--- src/rtl/mac_pkg.sv ---
// Shared definitions for the MAC operand stream feeder: word width, the
// NaN end-of-stream marker, FSM state encodings and a float32 NaN test.
package mac_pkg;

    localparam int DATA_WIDTH = 32;

    // Signalling-NaN pattern the MAC recognises as "end of operand stream".
    localparam logic [31:0] NAN_SENTINEL = 32'h7F90_0000;

    // Coefficient channel: idle, walking the table downwards, sending marker.
    typedef enum logic [1:0] {
        C_IDLE   = 2'd0,
        C_STREAM = 2'd1,
        C_TERM   = 2'd2
    } coeff_state_e;

    // Sample channel: forwarding samples, or closing a frame with the marker.
    typedef enum logic {
        S_PASS = 1'b0,
        S_TERM = 1'b1
    } sample_state_e;

    // IEEE-754 single precision NaN: exponent all ones, mantissa nonzero.
    function automatic logic is_nan(input logic [31:0] word);
        return (&word[30:23]) && (|word[22:0]);
    endfunction

endpackage

--- src/rtl/mac_stream_hold.sv ---
// One-word output holding register for a FIFO write port. A word loaded
// here is presented with wr_o=1 and held unchanged until the FIFO takes it
// (wr_o=1 and full_i=0 at a clock edge). ready_o tells the producer a new
// word can be loaded this cycle, either into an empty slot or as a direct
// replacement for the word being accepted.
module mac_stream_hold #(
    parameter int WIDTH = 32
) (
    input  logic             clk_i,
    input  logic             rstn_i,
    input  logic             load_i,
    input  logic [WIDTH-1:0] load_data_i,
    input  logic             full_i,
    output logic             wr_o,
    output logic [WIDTH-1:0] data_o,
    output logic             ready_o
);

    logic             wr_q;
    logic             wr_d;
    logic [WIDTH-1:0] data_q;
    logic [WIDTH-1:0] data_d;

    assign ready_o = !wr_q || !full_i;
    assign wr_o    = wr_q;
    assign data_o  = data_q;

    // Next word: a load wins, otherwise an accepted word empties the slot.
    always_comb begin
        wr_d   = wr_q;
        data_d = data_q;
        if (load_i) begin
            wr_d   = 1'b1;
            data_d = load_data_i;
        end else if (wr_q && !full_i) begin
            wr_d = 1'b0;
        end
    end

    // Holding register; cleared so the FIFO port is quiet out of reset.
    always_ff @(posedge clk_i or negedge rstn_i) begin
        if (!rstn_i) begin
            wr_q   <= 1'b0;
            data_q <= '0;
        end else begin
            wr_q   <= wr_d;
            data_q <= data_d;
        end
    end

endmodule

--- src/rtl/mac_stream_feeder.sv ---
// Producer for the MAC's two operand FIFOs. The coefficient channel streams
// a programmable polynomial table highest degree first followed by a NaN
// end marker; the sample channel forwards a valid/ready stream and closes
// every frame with the same marker. Both honour FIFO-full back-pressure.
// Optional build macro MAC_FEEDER_NAN_SCRUB_EN: incoming NaN samples are
// replaced by +0.0 and flagged on the sticky nan_err_o.
module mac_stream_feeder
    import mac_pkg::*;
#(
    parameter int DATA_WIDTH  = mac_pkg::DATA_WIDTH,
    parameter int COEFF_DEPTH = 26,
    parameter int CADDR_W     = $clog2(COEFF_DEPTH)
) (
    input  logic                  clk_i,
    input  logic                  rstn_i,
    input  logic                  cfg_we_i,
    input  logic [CADDR_W-1:0]    cfg_addr_i,
    input  logic [DATA_WIDTH-1:0] cfg_data_i,
    input  logic [CADDR_W:0]      num_coeffs_i,
    input  logic                  start_i,
    output logic                  coeff_busy_o,
    output logic                  coeff_done_o,
    input  logic                  s_valid_i,
    output logic                  s_ready_o,
    input  logic [DATA_WIDTH-1:0] s_data_i,
    input  logic                  s_last_i,
    output logic                  frame_done_o,
    output logic [DATA_WIDTH-1:0] signal_fifo_o,
    output logic                  signal_wr_o,
    input  logic                  signal_full_i,
    output logic [DATA_WIDTH-1:0] coeff_fifo_o,
    output logic                  coeff_wr_o,
    input  logic                  coeff_full_i,
    output logic                  nan_err_o
);

    localparam logic [DATA_WIDTH-1:0] SENTINEL  = DATA_WIDTH'(NAN_SENTINEL);
    localparam logic [CADDR_W:0]      DEPTH_CNT = (CADDR_W + 1)'(COEFF_DEPTH);

    // ------------------------------------------------------------------
    // Coefficient table
    // ------------------------------------------------------------------
    logic [DATA_WIDTH-1:0] table_q [COEFF_DEPTH];
    logic [DATA_WIDTH-1:0] table_d [COEFF_DEPTH];

    coeff_state_e          c_state_q;
    coeff_state_e          c_state_d;
    logic [CADDR_W-1:0]    c_idx_q;
    logic [CADDR_W-1:0]    c_idx_d;
    logic                  c_load;
    logic [DATA_WIDTH-1:0] c_load_data;
    logic                  c_hold_ready;
    logic                  c_accept;
    logic [CADDR_W:0]      n_clamped;

    // Writes are only taken while idle so a running stream sees a stable table.
    always_comb begin
        table_d = table_q;
        if (cfg_we_i && (c_state_q == C_IDLE) && ({1'b0, cfg_addr_i} < DEPTH_CNT)) begin
            table_d[cfg_addr_i] = cfg_data_i;
        end
    end

    // Table storage, cleared to 0.0 on reset.
    always_ff @(posedge clk_i or negedge rstn_i) begin
        if (!rstn_i) begin
            table_q <= '{default: '0};
        end else begin
            table_q <= table_d;
        end
    end

    // ------------------------------------------------------------------
    // Coefficient channel FSM
    // ------------------------------------------------------------------
    assign n_clamped    = (num_coeffs_i > DEPTH_CNT) ? DEPTH_CNT : num_coeffs_i;
    assign c_accept     = coeff_wr_o && !coeff_full_i;
    assign coeff_busy_o = (c_state_q != C_IDLE);
    assign coeff_done_o = (c_state_q == C_TERM) && c_accept;

    // Walk the table from degree n-1 down to 0, then hand over to the marker.
    always_comb begin
        c_state_d   = c_state_q;
        c_idx_d     = c_idx_q;
        c_load      = 1'b0;
        c_load_data = '0;
        case (c_state_q)
            C_IDLE: begin
                if (start_i && c_hold_ready) begin
                    c_load = 1'b1;
                    if (n_clamped == '0) begin
                        c_load_data = SENTINEL;
                        c_state_d   = C_TERM;
                    end else begin
                        c_idx_d     = CADDR_W'(n_clamped - 1'b1);
                        c_load_data = table_q[c_idx_d];
                        c_state_d   = C_STREAM;
                    end
                end
            end
            C_STREAM: begin
                if (c_accept) begin
                    c_load = 1'b1;
                    if (c_idx_q == '0) begin
                        c_load_data = SENTINEL;
                        c_state_d   = C_TERM;
                    end else begin
                        c_idx_d     = c_idx_q - 1'b1;
                        c_load_data = table_q[c_idx_d];
                    end
                end
            end
            C_TERM: begin
                if (c_accept) begin
                    c_state_d = C_IDLE;
                end
            end
            default: begin
                c_state_d = C_IDLE;
            end
        endcase
    end

    // Coefficient FSM state and table pointer.
    always_ff @(posedge clk_i or negedge rstn_i) begin
        if (!rstn_i) begin
            c_state_q <= C_IDLE;
            c_idx_q   <= '0;
        end else begin
            c_state_q <= c_state_d;
            c_idx_q   <= c_idx_d;
        end
    end

    mac_stream_hold #(
        .WIDTH (DATA_WIDTH)
    ) u_coeff_hold (
        .clk_i       (clk_i),
        .rstn_i      (rstn_i),
        .load_i      (c_load),
        .load_data_i (c_load_data),
        .full_i      (coeff_full_i),
        .wr_o        (coeff_wr_o),
        .data_o      (coeff_fifo_o),
        .ready_o     (c_hold_ready)
    );

    // ------------------------------------------------------------------
    // Sample channel FSM
    // ------------------------------------------------------------------
    sample_state_e         s_state_q;
    sample_state_e         s_state_d;
    logic                  s_sent_q;
    logic                  s_sent_d;
    logic                  rdy_en_q;
    logic                  rdy_en_d;
    logic                  s_load;
    logic [DATA_WIDTH-1:0] s_load_data;
    logic                  s_hold_ready;
    logic                  s_accept;
    logic                  s_handshake;
    logic [DATA_WIDTH-1:0] sample_word;

    assign s_ready_o    = rdy_en_q && (s_state_q == S_PASS) && s_hold_ready;
    assign s_handshake  = s_valid_i && s_ready_o;
    assign s_accept     = signal_wr_o && !signal_full_i;
    assign frame_done_o = (s_state_q == S_TERM) && s_sent_q && s_accept;

`ifdef MAC_FEEDER_NAN_SCRUB_EN
    logic nan_err_q;
    logic nan_err_d;
    logic sample_is_nan;

    assign sample_is_nan = is_nan(32'(s_data_i));
    assign sample_word   = sample_is_nan ? '0 : s_data_i;
    assign nan_err_o     = nan_err_q;

    // Sticky flag: any NaN accepted from upstream since reset.
    always_comb begin
        nan_err_d = nan_err_q | (s_handshake && sample_is_nan);
    end

    // NaN error flag register.
    always_ff @(posedge clk_i or negedge rstn_i) begin
        if (!rstn_i) begin
            nan_err_q <= 1'b0;
        end else begin
            nan_err_q <= nan_err_d;
        end
    end
`else
    assign sample_word = s_data_i;
    assign nan_err_o   = 1'b0;
`endif

    // Forward samples; after the frame's last one, queue the marker behind it.
    always_comb begin
        s_state_d   = s_state_q;
        s_sent_d    = s_sent_q;
        rdy_en_d    = 1'b1;
        s_load      = 1'b0;
        s_load_data = '0;
        case (s_state_q)
            S_PASS: begin
                if (s_handshake) begin
                    s_load      = 1'b1;
                    s_load_data = sample_word;
                    s_sent_d    = 1'b0;
                    if (s_last_i) begin
                        s_state_d = S_TERM;
                    end
                end
            end
            S_TERM: begin
                if (!s_sent_q && s_hold_ready) begin
                    s_load      = 1'b1;
                    s_load_data = SENTINEL;
                    s_sent_d    = 1'b1;
                end else if (s_sent_q && s_accept) begin
                    s_state_d = S_PASS;
                    s_sent_d  = 1'b0;
                end
            end
            default: begin
                s_state_d = S_PASS;
            end
        endcase
    end

    // Sample FSM state; ready stays low until the first cycle after reset.
    always_ff @(posedge clk_i or negedge rstn_i) begin
        if (!rstn_i) begin
            s_state_q <= S_PASS;
            s_sent_q  <= 1'b0;
            rdy_en_q  <= 1'b0;
        end else begin
            s_state_q <= s_state_d;
            s_sent_q  <= s_sent_d;
            rdy_en_q  <= rdy_en_d;
        end
    end

    mac_stream_hold #(
        .WIDTH (DATA_WIDTH)
    ) u_signal_hold (
        .clk_i       (clk_i),
        .rstn_i      (rstn_i),
        .load_i      (s_load),
        .load_data_i (s_load_data),
        .full_i      (signal_full_i),
        .wr_o        (signal_wr_o),
        .data_o      (signal_fifo_o),
        .ready_o     (s_hold_ready)
    );

endmodule

--- config.mk ---
export PLATFORM = sky130hd
export DESIGN_NAME = mac_stream_feeder
export DESIGN_NICKNAME = d
export VERILOG_FILES = /design/src/rtl/mac_pkg.sv /design/src/rtl/mac_stream_hold.sv /design/src/rtl/mac_stream_feeder.sv
export SDC_FILE = /design/constraint.sdc
export NUM_CORES = 2
export LEC_CHECK = 0
export CAP_MARGIN = 40
export CORE_ASPECT_RATIO = 1.75
export CORE_MARGIN = 2
export CORE_UTILIZATION = 48
export CTS_BUF_LIST = sky130_fd_sc_hd__clkbuf_16
export CTS_CLUSTER_SIZE = 25
export DETAILED_ROUTE_END_ITERATION = 16
export GPL_TIMING_DRIVEN = 1
export PLACE_DENSITY_LB_ADDON = 0.1
export SLEW_MARGIN = 25
export SYNTH_ARGS = -nofsm -noshare
export SYNTH_HDL_FRONTEND = slang
export SYNTH_SLANG_ARGS = --single-unit
--- constraint.sdc ---
create_clock -name clk_i -period 4.14 [get_ports clk_i]
set_input_delay 0.828 -clock clk_i [delete_from_list [all_inputs] [get_ports clk_i]]
set_output_delay 0.828 -clock clk_i [all_outputs]
set_load 0.01 [all_outputs]
# Word-level counts from Yosys, hierarchy flattened
# Cells that the tools add are included.
[totals]
output_inout_bits = 71
regBits = 908
wordCells = 136
input_bits = 83
[classes]
order_cmp = 6
bitwise_logic = 4
muxes = 48
n_eq_ne = 10
n_reduce_logical = 31
add_sub_neg = 2
[ops]
columns = ["cell", "count"]
rows = [
  ["$bwmux 832", 1],
  ["$bmux 32 s5", 2],
  ["$mux 32", 10],
  ["$demux 32 s5", 1],
  ["$pmux 32 s2", 2],
  ["$mux 31", 1],
  ["$mux 5", 4],
  ["$ge 6x6->1 const B", 3],
  ["$not 5->6", 3],
  ["$mux 1", 15],
  ["$logic_and 1x1->1", 14],
  ["$ne 2x2->1 const B", 6],
  ["$mux 2", 5],
  ["$pmux 5 s2", 1],
  ["$sub 5x1->5 const B", 2],
  ["$pmux 1 s2", 4],
  ["$reduce_bool 2->1", 4],
  ["$gt 6x5->1 const B", 1],
  ["$logic_not 6->1", 1],
  ["$lt 6x1->1 const B", 1],
  ["$mux 6", 1],
  ["$pmux 2 s3", 1],
  ["$logic_not 1->1", 5],
  ["$logic_not 5->1", 1],
  ["other kinds (11)", 12],
]

# Depth between registers and ports, before layout
[logic_depth]
depth_word = 10
mapped_depth = 16

# Modules after synthesis
# Synthesis repeated with hierarchy kept, for this count alone.
[hier_totals]
cells_unflattened = 3844
hier_area_um2 = 48176.2
[by_module_without_submodules]
columns = ["module", "cells_each", "instances", "seq_area_each_um2", "area_per_inst_um2"]
rows = [
  ["mac_stream_feeder", 3702, 1, 21070.2, 45421.1],
  ["mac_stream_hold", 71, 2, 825.8, 1377.6],
]

# Worst setup path after synthesis
# Ideal clock, no wire load.
[synth_timing]
path_type = "reg-to-reg"
startpoint = "reg c_idx_q[0]"
endpoint = "reg u_coeff_hold.data_q[18], in the netlist u_coeff_hold.data_o[18]"
slack_ns = 0.567
required_ns = 4.008
n_path_buf = 8
arrival_time_ns = 3.441
synth_period_minus_slack_ns = 3.573
path_stages_with_launch = 16
cell_sequence = "dfrtp_1 > buf_4 > buf_4 > buf_4 > buf_4 > buf_2 > inv_1 > ha_1 > buf_2 > clkbuf_1 > clkbuf_1 > mux4_2 > mux2i_1 > o221ai_1 > a32oi_1 > nand3_1"
[synth_between]
elab_chain_cells = 8
elab_cells_between_ends = 9
[synth_lines]
columns = ["element", "line_no", "text"]
rows = [
  ["start: declaration", "mac_stream_feeder.sv:48", "logic [CADDR_W-1:0] c_idx_q;"],
  ["start signal: assignment", "mac_stream_feeder.sv:131", "c_idx_q <= c_idx_d;"],
  ["$sub 5x1->5", "mac_stream_feeder.sv:108", "c_idx_d = c_idx_q - 1'b1;"],
  ["$not 5->6 (not written as such)", "mac_stream_feeder.sv:109", "c_load_data = table_q[c_idx_d];"],
  ["$bmux 32 s5", "mac_stream_feeder.sv:109", ""],
  ["$mux 32 (not written as such) (2 in series)", "mac_stream_feeder.sv:109", ""],
  ["$mux 32 *", "mac_stream_feeder.sv:104", "if (c_idx_q == '0) begin"],
  ["$mux 32 *", "mac_stream_feeder.sv:102", "if (c_accept) begin"],
  ["$pmux 32 s2 *", "mac_stream_feeder.sv:87", "case (c_state_q)"],
  ["end signal: assignment", "mac_stream_hold.sv:47", "data_q <= data_d;"],
  ["end: declaration", "mac_stream_hold.sv:21", "logic [WIDTH-1:0] data_q;"],
]
# Every way passes the cells marked *; elsewhere a longest branch is shown, timed or not. The select of a mux whose other input is x is not followed.
# A chain may end at the register's enable or synchronous reset.

# Worst setup path after layout
[layout_timing]
startpoint = "reg c_idx_q[0]"
endpoint = "reg u_coeff_hold.data_q[23], in the netlist u_coeff_hold.data_o[23]"
# Same word-level chain as after synthesis.

==> impl_results.md <==
* Top_reg_cell synth: dfrtp_1
* Fin Setup TNS at 0 ns
* R2r setup slk at 0.87 ns
* LEAKAGE at 24.8 nW
* Grt ovf at 0
* Outcome: complete, no violations
* Critical path class: register to register
* WP data arrival at 3.84 ns
* CP top delay family: simple AND/OR/NAND/NOR gates
* FF-to-FF End: u_coeff_hold.data_o[23]
* Design Area, Final at 0.0550 sq mm
* Max stage delay on crit path at 0.53 ns
* Fin crit period at 3.27 ns
* RSZ-0062 raised after global routing: false
* Number of global-route vias before repair at roughly 38k
* Die Area at 0.102 sq mm
* Top Layer Used: met5
* Chip width at 243 um
* Starting density of the core at 48.2%
* Peak Freq at ~300 MHz
* Fin Clk Skew at 0.0278 ns
* Clk sinks at 908
* Final cell count without fillers at 5,263
* Antenna Nets Post-Route at 0
* Sequential area share after synthesis at 47.5%
* Worst R2R Start: c_idx_q[0]
* Ys async rst share at 100%
* FF-to-FF path depth at 9
* Flops & latches, synth at about 910
* Die Ht at 422 um
* Fill cells at between 8k and 9k
* Largest family of logic cells by synthesized area: multiplexers
* Share of layout cells above drive strength 1 at between 30% and 40%
* Hold Slack at between 0.1 and 0.15 ns
* Placement Cell Area at 0.0518 sq mm
* Drt total wl at between 150,000 and 200,000 um
* Cts bufs inserted at 88
* Crit-path max FO at 55
* Syn_nets at 3,889
* Distinct cell type count of the synthesized netlist at 83
* Hold Crit Class: primary input to asynchronous set/reset pin
* Post-CTS resize count at 0
* GP Congestion at 0.868
* Final slew viol count at 0
* Pwr per Cell Area at 547 mW/mm^2
* First-pass GRT wire length at 255,000 um
* Number of DRC markers in iteration 0 at around 3.8k
* Xor/xnor share of the synthesized area at 0.144%
* Critical-path cell list: inv_1 -> ha_1 -> nor3b_2 -> xor2_4 -> buf_12 -> nand2_2 -> o32a_1 -> a22oi_1 -> o31ai_1
* Adder-cell share of the synthesized area at less than 1%
* CP Capture Type: register
* DRC Markers at 0
* Final setup viols at 0
* Worst path slowest cell: dfrtp_4
* Total core area at 0.0992 sq mm
* Post-synthesis mux area share at 32.0%
* Post-CTS setup buffers at 0
* Largest net degree at the start of global routing at 131
* Max VDD drop at roughly 1.2 mV
* Syn Area/Cell at 12.6 sq um
* WL met1 at between 60,000 and 70,000 um
* Crit path buffers/inverters at 2
* Gr usage total at between 30% and 40%
* Reg clk slew, reported paths at approximately 0.070 ns
* Ports at around 150
* Hold violation total from the final report at 0
* Number of max-cap violations at 0
* Routed vias at 36.2k
* Fin nets at a little under 4k
* Synth-to-Final Area Change at 15.0%
* Clock root cell: clkbuf_16
* EDFF count, synth at 0
* CP startpoint kind: register
* H-tree depth at 3
* Simple-gate share of the synthesized area at under 10%
* Yosys warning total at 0
* Synth Cell Area at 0.0478 sq mm
* Clk buf depth at 3
* Synth Area in Compound Gates at 9.90%
* CP Data Required Time at 4.71 ns
* Clk_lat worst skew at 0.70 ns
* DP Cell Count at between 5k and 6k
* Relative slew margins at 42.3%
* DR vias/cell at 6.88
* TritonRoute pass-1 iters at 7
* Met2 wire length at 84,100 um
* Metal3 WL at 13,700 um
* Cell Rows at 153
* Buffers on Ports at 152
* Syn Inst Count at 3,804
* Final HPWL DP at 102,000 um
* Initial antenna violation count at 7
* Measured slew at the worst slew-check pin at 0.853 ns
* TritonCTS clock tree: yes
* Share of the clock period used by the worst path at 79.0%
* Hold Buf Count CTS at 0
* Wire per inst at ~33 um
-- how the worst max path moves through the flow --
| stage | startpoint | endpoint | slack [ns] | cells past startpoint |
|---|---|---|---|---|
| 6_report | c_idx_q[0] | u_coeff_hold.data_o[23] | 0.87 | 9 |
| 5_1_grt | c_idx_q[0] | u_coeff_hold.data_o[23] | 0.71 | 9 |
| 4_1_cts | c_idx_q[0] | u_coeff_hold.data_o[23] | 0.84 | 9 |
| 3_5_place_dp | num_coeffs_i[2] | u_coeff_hold.data_o[20] | 0.37 | 9 |
| 3_3_place_gp | num_coeffs_i[2] | u_coeff_hold.data_o[8] | 0.42 | 9 |
| 2_1_floorplan | c_idx_q[0] | u_coeff_hold.data_o[18] | 0.57 | 15 |
-- metal layers --
layer / track usage, % / vias to the layer above
li1: - / 14600
met1: 40.7 / 18900
met2: 55.9 / 2094
met3: 6.09 / 611
met4: 19.9 / 6
met5: 0 / -
-- state kept, by name (all words and copies together) (netlist names), 2 cells and up --
name and flops:
c_idx_q 5, u_coeff_hold.data_o 32, table_q 832, u_signal_hold.data_o 32
c_state_q 2
-- metrics by stage --
| stage | power, mW | setup slack, ns | utilization [%] |
|---|---|---|---|
| 6_report | 30.1 | 0.868 | 55.5 |
| 5_1_grt | 31.1 | 0.713 | 55.5 |
| 4_1_cts | 30.0 | 0.840 | 55.1 |
| 3_5_place_dp | 21.8 | 0.365 | 52.2 |
| 3_3_place_gp | 21.5 | 0.421 | 52.1 |
| 2_1_floorplan | 17.2 | 0.567 | - |
-- report_power, final --
group | total (mW) | switching (mW) | internal (mW)
registers | 11.0 | 0.984 | 9.99
logic | 10.8 | 6.30 | 4.50
clock network | 8.27 | 3.64 | 4.63
-- logic make-up after synthesis --
group,after synthesis
simple gates,692
flops,908
fa+ha+maj,2
compound gates,624
xor+xnor,7
other cells,2
mux,1174
buf+inv,395
-- cell usage after synthesis, drive strengths merged (3+ instances only) --
master / count / share of area [%]
a211oi: 11 / 0.17
a21o: 6 / 0.094
a21oi: 43 / 0.46
a221o: 5 / 0.10
a221oi: 36 / 0.67
a222oi: 30 / 0.63
a22o: 24 / 0.44
a22oi: 24 / 0.38
a31oi: 64 / 0.85
a32oi: 44 / 0.81
and2: 14 / 0.19
and3: 97 / 1.3
and3b: 3 / 0.055
buf: 193 / 2.3
clkbuf: 196 / 1.5
dfrtp: 908 / 48
inv: 6 / 0.047
mux2: 877 / 21
mux2i: 102 / 2.1
mux4: 195 / 9.2
nand2: 420 / 3.3
nand2b: 7 / 0.11
nand3: 50 / 0.52
nand3b: 3 / 0.047
nand4: 3 / 0.039
nor2: 64 / 0.51
nor2b: 7 / 0.11
nor3: 7 / 0.10
nor3b: 4 / 0.073
nor4: 3 / 0.071
o2111ai: 15 / 0.27
o211ai: 21 / 0.36
o21ai: 41 / 0.43
o21bai: 27 / 0.42
o221ai: 109 / 2.0
o22a: 10 / 0.18
o22ai: 87 / 1.1
o31ai: 7 / 0.11
o32a: 7 / 0.15
or3b: 3 / 0.055
xnor2: 3 / 0.055
xor2: 4 / 0.089
-- cell usage in the layout, fill, tap and decap left out, types with 24 or more instances in the layout --
cell type	synthesis	layout
a32oi_1	44	44
buf_12	0	66
buf_4	30	118
nand3_1	50	50
a22o_1	24	24
nor2_1	63	45
mux2_2	865	865
and3_1	97	96
dfrtp_1	908	907
a21oi_1	42	42
clkdlybuf4s50_1	0	151
o21ai_0	40	40
o221ai_1	109	109
o22ai_1	87	87
a221oi_1	35	35
a222oi_1	30	30
nand2_1	418	404
mux4_2	195	195
a22oi_1	24	24
mux2i_1	102	102
a31oi_1	63	63
buf_6	13	29
clkbuf_16	0	90
o21bai_1	27	27
-- cell type report --
type	instances	area (sq um)	area share, %
multi-input combinational	2501	23600	42.9
sequential	908	22700	41.3
timing repair buffer	370	4150	7.54
clock buffer	90	2250	4.10
tap	1317	1650	3.00
clock inverter	68	617	1.12
inverter	6	22.5	0.0410
antenna	3	7.51	0.0137
Power figures use the tool's default switching activity.
